## config.mk

```make
export PLATFORM = sky130hd
export DESIGN_NAME = student_fir_out_buffer
export DESIGN_NICKNAME = d
export VERILOG_FILES = /design/src/rtl/student_fir_out_buffer.sv
export SDC_FILE = /design/constraint.sdc
export NUM_CORES = 1
export LEC_CHECK = 0
export BUFFER_PORTS_ARGS = -buffer_cell sky130_fd_sc_hd__buf_2
export CORE_MARGIN = 4
export CORE_UTILIZATION = 30
export CTS_BUF_LIST = sky130_fd_sc_hd__clkbuf_16
export DETAILED_ROUTE_END_ITERATION = 10
export GPL_ROUTABILITY_DRIVEN = 0
export HOLD_SLACK_MARGIN = 0.15
export PLACE_DENSITY = 0.57
export SLEW_MARGIN = 10
export SYNTH_ARGS = -nofsm -noshare
export SYNTH_HDL_FRONTEND = slang
export SYNTH_SLANG_ARGS = --single-unit
```

## constraint.sdc

```tcl
create_clock -name clk_i -period 5.45 [get_ports clk_i]
set_clock_uncertainty 0.2 [all_clocks]
set_input_delay 0.545 -clock clk_i [delete_from_list [all_inputs] [get_ports clk_i]]
set_output_delay 0.545 -clock clk_i [all_outputs]
set_load 0.05 [all_outputs]
```

## src/rtl/student_fir_out_buffer.sv

```systemverilog
// Stereo elastic buffer between the FIR output and the IIS transmitter.
// Accepts FIR result pairs over valid/ready, stores up to DEPTH pairs and
// releases one pair per audio frame request, with a fallback pair on underflow.
//
// Ports:
//   clk_i, rst_ni                  clock, async active-low reset
//   fir_valid_i / fir_ready_o      FIR pair handshake (ready = level != DEPTH)
//   fir_data_l_i / fir_data_r_i    FIR left/right samples
//   frame_req_i                    one-cycle request per audio frame
//   hold_last_i                    underflow policy: 1 repeat last pair, 0 zeros
//   flush_i                        synchronous flush of the FIFO contents
//   iis_data_l_o / iis_data_r_o    registered samples to the transmitter
//   iis_valid_o                    one-cycle strobe per served request
//   level_o                        FIFO occupancy
//   underflow_cnt_o, drop_cnt_o    saturating event counters
module student_fir_out_buffer #(
    parameter int unsigned DATA_SIZE = 16,
    parameter int unsigned DEPTH     = 4,
    parameter int unsigned CNT_WIDTH = 8
) (
    input  logic                         clk_i,
    input  logic                         rst_ni,
    input  logic                         fir_valid_i,
    output logic                         fir_ready_o,
    input  logic [DATA_SIZE-1:0]         fir_data_l_i,
    input  logic [DATA_SIZE-1:0]         fir_data_r_i,
    input  logic                         frame_req_i,
    input  logic                         hold_last_i,
    input  logic                         flush_i,
    output logic [DATA_SIZE-1:0]         iis_data_l_o,
    output logic [DATA_SIZE-1:0]         iis_data_r_o,
    output logic                         iis_valid_o,
    output logic [$clog2(DEPTH):0]       level_o,
    output logic [CNT_WIDTH-1:0]         underflow_cnt_o,
    output logic [CNT_WIDTH-1:0]         drop_cnt_o
);

    localparam int unsigned PTR_W  = (DEPTH > 1) ? $clog2(DEPTH) : 1;
    localparam int unsigned LVL_W  = $clog2(DEPTH) + 1;
    localparam int unsigned PAIR_W = 2 * DATA_SIZE;

    typedef enum logic {
        ST_PRIME = 1'b0,
        ST_RUN   = 1'b1
    } state_e;

    state_e                 state_q, state_d;
    logic [PAIR_W-1:0]      mem_q [DEPTH];
    logic [PTR_W-1:0]       wptr_q, wptr_d;
    logic [PTR_W-1:0]       rptr_q, rptr_d;
    logic [LVL_W-1:0]       level_q, level_d;
    logic [DATA_SIZE-1:0]   out_l_q, out_l_d;
    logic [DATA_SIZE-1:0]   out_r_q, out_r_d;
    logic                   valid_q, valid_d;
    logic [CNT_WIDTH-1:0]   ucnt_q, ucnt_d;
    logic [CNT_WIDTH-1:0]   dcnt_q, dcnt_d;
    logic                   push, pop, underflow, drop, empty;

    assign fir_ready_o     = (level_q != LVL_W'(DEPTH));
    assign empty           = (level_q == '0);
    assign iis_data_l_o    = out_l_q;
    assign iis_data_r_o    = out_r_q;
    assign iis_valid_o     = valid_q;
    assign level_o         = level_q;
    assign underflow_cnt_o = ucnt_q;
    assign drop_cnt_o      = dcnt_q;

    // Next-state: FSM, pointers, level, output pair and counters
    always_comb begin
        state_d   = state_q;
        wptr_d    = wptr_q;
        rptr_d    = rptr_q;
        level_d   = level_q;
        out_l_d   = out_l_q;
        out_r_d   = out_r_q;
        valid_d   = frame_req_i;
        ucnt_d    = ucnt_q;
        dcnt_d    = dcnt_q;
        push      = 1'b0;
        pop       = 1'b0;
        underflow = 1'b0;
        drop      = fir_valid_i & ~fir_ready_o;

        if (flush_i) begin
            state_d = ST_PRIME;
            wptr_d  = '0;
            rptr_d  = '0;
            level_d = '0;
        end else begin
            push      = fir_valid_i & fir_ready_o;
            // An empty pop is an underflow even if a push lands this cycle
            pop       = frame_req_i & (state_q == ST_RUN) & ~empty;
            underflow = frame_req_i & (state_q == ST_RUN) & empty;

            if (push) wptr_d = wptr_q + PTR_W'(1);
            if (pop)  rptr_d = rptr_q + PTR_W'(1);

            case ({push, pop})
                2'b10:   level_d = level_q + LVL_W'(1);
                2'b01:   level_d = level_q - LVL_W'(1);
                default: level_d = level_q;
            endcase

            case (state_q)
                ST_PRIME: if (level_q >= LVL_W'(DEPTH / 2)) state_d = ST_RUN;
                ST_RUN:   if (underflow) state_d = ST_PRIME;
                default:  state_d = ST_PRIME;
            endcase
        end

        // Fallback pair: hold keeps the output registers as they are
        if (frame_req_i) begin
            if (pop) begin
                out_l_d = mem_q[rptr_q][PAIR_W-1:DATA_SIZE];
                out_r_d = mem_q[rptr_q][DATA_SIZE-1:0];
            end else if (!hold_last_i) begin
                out_l_d = '0;
                out_r_d = '0;
            end
        end

        if (underflow && (ucnt_q != '1)) ucnt_d = ucnt_q + CNT_WIDTH'(1);
        if (drop && (dcnt_q != '1))      dcnt_d = dcnt_q + CNT_WIDTH'(1);
    end

    // State and control registers
    always_ff @(posedge clk_i or negedge rst_ni) begin
        if (!rst_ni) begin
            state_q <= ST_PRIME;
            wptr_q  <= '0;
            rptr_q  <= '0;
            level_q <= '0;
            out_l_q <= '0;
            out_r_q <= '0;
            valid_q <= 1'b0;
            ucnt_q  <= '0;
            dcnt_q  <= '0;
        end else begin
            state_q <= state_d;
            wptr_q  <= wptr_d;
            rptr_q  <= rptr_d;
            level_q <= level_d;
            out_l_q <= out_l_d;
            out_r_q <= out_r_d;
            valid_q <= valid_d;
            ucnt_q  <= ucnt_d;
            dcnt_q  <= dcnt_d;
        end
    end

    // Pair storage; contents are only meaningful below level, so no reset
    always_ff @(posedge clk_i) begin
        if (push) mem_q[wptr_q] <= {fir_data_l_i, fir_data_r_i};
    end

endmodule

```

==> results of run 1 <==
==> cell families after synthesis <==
kind of cell	after synthesis	share of synthesized area, %
AO/OA/AOI/OAI	47	5.254
adder cells (fa/ha/maj)	7	1.340
multiplexers	41	11.58
flip-flops	185	74.26
buffers and inverters	24	1.410
XOR/XNOR	10	1.234
AND/OR/NAND/NOR	62	4.919
==> how the worst max path moves through the flow <==
stage                                  end  slack, ps  depth (start not counted)
final                     iis_data_r_o[11]       2610                          5
after global routing      iis_data_r_o[11]       2380                          5
after detailed placement  iis_data_r_o[11]       2590                          5
after floorplan                mem_q[0][0]       2570                          5
after CTS                 iis_data_r_o[11]       2560                          5
after global placement    iis_data_r_o[15]       2750                          5
==> through the flow <==
| stage | cell area, µm² | total power (W) | worst slack, ps | hold slack, ps | std cells |
|---|---|---|---|---|---|
| after global routing | 8796 | 0.003103 | 2380 | 270.9 | 838 |
| after floorplan | 7097 | 0.001782 | 2573 | 49.41 | 376 |
| after detailed placement | 7915 | 0.001879 | 2592 | 285.3 | 771 |
| after global placement | 7915 | 0.001867 | 2749 | 288.9 | 771 |
| after CTS | 8793 | 0.003026 | 2561 | 251.3 | 837 |
| final | 8796 | 0.002989 | 2610 | 284.5 | 838 |
==> worst reg2reg max path, stage by stage (launching register included) <==
cell and delay, ps:
dfrtp_1 480, nor3_1 600, nor3_4 70, buf_4 290, o21ai_4 840, a22o_1 290
==> placed cells by master (no fill, tap or decap), types with 7 or more instances in the layout <==
| cell type | synthesis | layout |
|---|---|---|
| dfrtp_1 | 57 | 55 |
| mux4_2 | 32 | 32 |
| dlygate4sd3_1 | 0 | 34 |
| inv_1 | 8 | 12 |
| nor2_1 | 13 | 13 |
| a21oi_1 | 7 | 7 |
| clkbuf_16 | 0 | 17 |
| buf_2 | 8 | 89 |
| edfxtp_1 | 128 | 128 |
| nand2_1 | 12 | 12 |
| a22o_1 | 32 | 32 |
==> per-layer routing <==
metal | up-vias | track usage (%) | wire length, µm
li1 | 1755 | - | -
met1 | 1966 | 15.24 | 6526
met2 | 97 | 19.20 | 7372
met3 | 10 | 3.654 | 820
met4 | 0 | 3.729 | 132
met5 | - | 0 | 0
==> final cells by class <==
class,count,area [µm²],share of cell area [%]
Clock inverter,15,112.6,1.280
Timing Repair Buffer,126,808.3,9.189
Tap cell,319,399.1,4.538
Antenna cell,1,2.502,0.02845
Inverter,8,30.03,0.3414
Multi-Input combinational cell,167,1745,19.84
Clock buffer,17,425.4,4.836
Sequential cell,185,5273,59.94
==> report_power, final <==
part	total (W)	leakage [nW]	switching, W	internal [W]
clock	0.00113	0.273	0.000505	0.000621
sequential	0.00159	1.92	0.0000327	0.00156
combinational	0.000269	1.20	0.000177	0.0000922
total	0.00299	3.39	0.000714	0.00227
==> repair_timing <==
item / 4_1_cts / 5_1_grt
endpoints found under the hold margin: 186 / 0
hold buffers: 34 / 0
setup buffers: 0 / 0
==> state kept, by name, indices dropped and copies added, names as in the netlist <==
signal and cells:
iis_data_r_o 16, drop_cnt_o 8, state_q 1, level_o 3, iis_valid_o 1, underflow_cnt_o 8
wptr_q 2, mem_q 128, rptr_q 2, iis_data_l_o 16
==> flow_summary.yaml, run 1 <==
clock_tree:
  root_buffer: "clkbuf_16"
  htreeDepth: 4
  cts.clk_slew.worst_paths_ps: 70
  clock_path_buffers: 2
  cts-buffers-inserted: 17
  cts_tree: "built"
  ctsResizeCount: 0
  clkSinkCount: 185
  clock_latency_ps: 420
detailed_routing:
  wl_per_cell_um: 17.72
  first_iter_violations: 265
  drtAntennaViolNets: 0
  vias: 3828
  wl_um: 14850
  drcViolationCount: 0
  avgViaCountPerCell: 4.568
  firstDrtPassIters: 4
synthesis:
  syn_area_per_cell_um2: 18.87
  yosys.area.top_type_share_pct: 54.16
  synth_top_area_cell: "edfxtp_1"
  synthFlopType: "edfxtp_1"
  synth.most_common_cell: "edfxtp_1"
  syn_area_um2: 7097
  async_flop_share_pct: 30.81
  synth-seq-cells: 185
  synth.top_cells.by_count: "edfxtp_1 (128), dfrtp_1 (57), a22o_1 (32), mux4_2 (32), nor2_1 (13)"
  synth_area_leaders: "edfxtp_1 (54%), dfrtp_1 (20%), mux4_2 (10%)"
  yosys_warnings: 0
  syn_inst: 376
  yosysSeqAreaShare_pct: 74.26
  syn_nets: 421
  synth_edf_count: 128
  synth.distinct_cells: 40
floorplanning:
  core-area_um2: 23400
  dieArea_um2: 26180
  row_count: 56
  die_h_um: 161.8
  io-pin-count: 91
  start_util_pct: 30.33
  dieWidth_um: 161.8
grt:
  grt_max_degree: 58
  grt_pass1_vias: 4060
  grt_pass1_wl_um: 23340
  overflow: 0
  grt_usage_pct: 11.81
  antenna_found_initial: 1
finish:
  area_delta_synth_final_pct: 23.94
  drive_gt1_share_pct: 32.24
  nets: 550
  post-route-util_pct: 37.59
  fillers: 2219
hold_path:
  hold_end: "rptr_q[1]"
  hp-class: "in2reg"
  min_from: "flush_i"
  hold_path_depth: 2
critical_path:
  cp-start-kind: "flop"
  critPathMaxStageDelay_ps: 840
  critical_path_class: "reg2reg"
  crit_family: "compound AO/OA/AOI/OAI gates"
  r2r_setup_slack_ps: 2610
  path_cells: "nor3_1, nor3_4, buf_4, o21ai_4, a22o_1"
  crit_arrival_ps: 3000
  regToRegStartpoint: "level_o[0]"
  critical_path_buf_inv_count: 1
  worstPathRequired_ps: 5610
  r2r_cells: 5
  cp_max_fo: 33
  cp-startpoint: "level_o[0]"
  end_kind: "flop"
  critPathSlowestCell: "o21ai_4"
  r2r-end: "iis_data_r_o[11]"
timing:
  hold_viol: 0
  rsz0062_at_grt: "false"
  maxSlewViolCount: 0
  fin_crit_sh_pct: 52.11
  fmax_mhz: 352.1
  min_period_ps: 2840
  slew_headroom_pct: 31.44
  tns_ps: 0
  worst_pin_slew_ps: 1024
  setup_viol: 0
placed_design:
  hpwl_um: 9221
  port_buffers: 90
flow_run:
  maxCapViolations: 0
pwr:
  vdd_drop_max_uv: 133.1
  leakagePower_nw: 3.394
  p_per_area_nw_per_um2: 339.8
run_status:
  status: "complete, no violations"
(Power assumes the default switching activity.)
==> inputs of run 2 (changes only) <==
--- a/config.mk
+++ b/config.mk
@@ -5,6 +5,7 @@
 export SDC_FILE = /design/constraint.sdc
 export NUM_CORES = 1
 export LEC_CHECK = 0
+export ABC_AREA = 1
 export BUFFER_PORTS_ARGS = -buffer_cell sky130_fd_sc_hd__buf_2
 export CORE_MARGIN = 4
 export CORE_UTILIZATION = 30
==> constraint.sdc (replaced) <==
create_clock -name clk_i -period 2.94 [get_ports clk_i]
set_clock_uncertainty 0.2 [all_clocks]
set_input_delay 0.294 -clock clk_i [delete_from_list [all_inputs] [get_ports clk_i]]
set_output_delay 0.294 -clock clk_i [all_outputs]
set_load 0.05 [all_outputs]
==> run 2 against run 1 <==
Effect of this change: total power increased by 140%; combinational power increased to 5.8 times the previous value; register-to-register slack got worse by 1700 ps; critical path depth increased by 7; utilization increased by 0.85 points; first-iteration DRC count increased by 49%; critical path type unchanged; largest power group unchanged.
==> flow_summary.yaml, run 2 <==
run_status:
  status: "complete, no violations"
finish:
  post-route-util_pct: 38.44
  drive_gt1_share_pct: 20.29
  layout_common_cells: "nand2_1 (152), edfxtp_1 (128), buf_2 (89)"
  largest_reg_flops: 128
  final-seq-area_um2: 5271
  multiInputGateArea_um2: 1838
  final_cells: 1089
  largest_register: "mem_q"
  area_delta_synth_final_pct: 24.91
  layout_commonest_cell: "nand2_1"
  fillers: 2312
  nets: 801
synthesis:
  synthFlopType: "edfxtp_1"
  async_flop_share_pct: 30.81
  synth_top_area_cell: "edfxtp_1"
  synth.most_common_cell: "nand2_1"
  yosys.area.top_type_share_pct: 52.58
  yosysSeqAreaShare_pct: 72.10
  syn_area_per_cell_um2: 11.71
  syn_area_um2: 7310
  yosys_warnings: 0
  syn_nets: 669
  synth-seq-cells: 185
  synth.top_cells.by_count: "nand2_1 (152), edfxtp_1 (128), nor2_1 (80)"
  synth.distinct_cells: 29
  synth_edf_count: 128
  syn_inst: 624
  synth_area_leaders: "edfxtp_1 (53%), dfrtp_1 (20%), nand2_1 (7.8%)"
critical_path:
  end_kind: "flop"
  critical_path_class: "reg2reg"
  crit_path_end: "level_o[2]"
  critPathSlowestCell: "dfrtp_1"
  cpMostUsedCell: "nand2_1"
  cp-startpoint: "level_o[1]"
  cp-start-kind: "flop"
  cp.depth: 12
  r2r_cells: 12
  critPathMaxStageDelay_ps: 480
  crit_arrival_ps: 2180
  r2r-end: "level_o[2]"
  regToRegStartpoint: "level_o[1]"
  r2r_setup_slack_ps: 870
  cp_max_fo: 5
  critical_path_buf_inv_count: 2
  path_cells: "nor2_4, nand2_2, nand2_2, nand2_1, inv_1, fa_1, xnor2_1, inv_1, nand2_1, nand2_1, nand3_1, nand2_1"
  crit_family: "simple AND/OR/NAND/NOR gates"
  worstPathRequired_ps: 3040
clock_tree:
  cts.clk_slew.worst_paths_ps: 70
  ctsResizeCount: 0
  clock_path_buffers: 2
  cts-buffers-inserted: 17
  post-cts-setup-buffers: 0
  cts_tree: "built"
  clkSinkCount: 185
  clock_latency_ps: 420
  root_buffer: "clkbuf_16"
  htreeDepth: 4
detailed_routing:
  drtAntennaViolNets: 0
  wl_per_cell_um: 14.91
  drcViolationCount: 0
  vias: 4848
  wl_um: 16230
  firstDrtPassIters: 4
  first_iter_violations: 396
  avgViaCountPerCell: 4.452
timing:
  fin_ws_ps: 867.7
  slew_headroom_pct: 46.93
  hold_viol: 0
  setup_viol: 0
  rsz0062_at_grt: "false"
  worst_pin_slew_ps: 796.0
  fin_crit_sh_pct: 70.49
  tns_ps: 0
  min_period_ps: 2072
  maxSlewViolCount: 0
  fmax_mhz: 482.6
grt:
  grt_pass1_vias: 4873
  grt_max_degree: 65
  overflow: 0
  grt_usage_pct: 12.62
  grt_pass1_wl_um: 26700
  antenna_found_initial: 1
floorplanning:
  dieWidth_um: 164.1
  die_h_um: 164.1
  start_util_pct: 30.77
  dieArea_um2: 26930
  row_count: 56
  io-pin-count: 91
  core-area_um2: 23750
pwr:
  power_frac_clock_pct: 32.1
  p_per_area_nw_per_um2: 771.0
  sw_frac_of_total_pct: 32.84
  p_int_w: 0.004727
  leakagePower_nw: 3.803
  combPwrFrac_pct: 22.1
  p_switching_w: 0.002312
  vdd_drop_max_uv: 320.5
  power_frac_seq_pct: 45.8
placed_design:
  place_ws_ps: 898.1
  dp.cells: 1020
  port_buffers: 90
  hpwl_um: 10110
flow_run:
  maxCapViolations: 0
hold_path:
  hp-class: "reg2reg"
==> run 2: worst register-to-register path: stages, from the launching register on <==
cell and delay (ps):
dfrtp_1 480, nor2_4 90, nand2_2 100, nand2_2 80
nand2_1 100, inv_1 60, fa_1 370, xnor2_1 200
inv_1 70, nand2_1 60, nand2_1 50, nand3_1 60
nand2_1 50
==> run 2: worst min-delay path by stage <==
stage                     startpoint  slack [ps]                 end  cells after the start
CTS                  iis_data_r_o[5]         280     iis_data_r_o[5]                      2
global route        iis_data_l_o[10]         290    iis_data_l_o[10]                      2
detailed placement            rst_ni         260  underflow_cnt_o[0]                      1
global placement              rst_ni         250       drop_cnt_o[5]                      1
floorplan                     rst_ni        -200       drop_cnt_o[0]                      0
finish              iis_data_l_o[10]         270    iis_data_l_o[10]                      2
==> run 2: per-stage QoR <==
step                hold WS (ps)  total power, W  area (µm²)
floorplan                 -201.6        0.004371        7310
global placement           253.4        0.004811        8189
detailed placement         260.1        0.004817        8189
CTS                        277.7        0.007123        9128
global route               288.4        0.007401        9130
finish                     273.0        0.007039        9130
==> run 2: final cells by class <==
cell class | count | share of cell area (%)
clock inverters | 15 | 1.672
clock buffers | 17 | 4.659
multi-input cells | 385 | 20.13
well taps | 319 | 4.372
diodes | 1 | 0.02741
repair buffers | 139 | 10.25
flip-flops and latches | 185 | 57.74
inverters | 28 | 1.151
==> run 2: what timing repair did <==
item	4_1_cts	5_1_grt
hold endpoints to repair	197	0
hold buffers	36	0
endpoints found under the setup margin	0	0
==> run 2: power by group through the flow <==
stage / Sequential, W / Combinational, W / Clock, W
after floorplan: 0.00379 / 0.000576 / 0
after global placement: 0.00327 / 0.00154 / 0
after detailed placement: 0.00328 / 0.00154 / 0
after CTS: 0.00322 / 0.00158 / 0.00231
after global routing: 0.00326 / 0.00172 / 0.00243
final: 0.00322 / 0.00156 / 0.00226
==> run 2: routing by layer <==
metal | vias to the layer above | routed length (µm) | track usage (%)
li1 | 2411 | - | -
met1 | 2328 | 7849 | 17.75
met2 | 93 | 7537 | 19.78
met3 | 16 | 656 | 2.836
met4 | 0 | 188 | 3.431
met5 | - | 0 | 0
==> run 2: cell families (layout without fill, tap and decap cells) <==
kind of cell	after synthesis	in the layout	synth area share (%)
buffers and inverters	54	199	3.167
other	0	1	0
and+or+nand+nor	260	260	14.26
DFF	185	185	72.10
xor gates and xnor gates	9	9	1.078
AOI/OAI and AO/OA	109	109	8.097
adders and majority gates	7	7	1.301
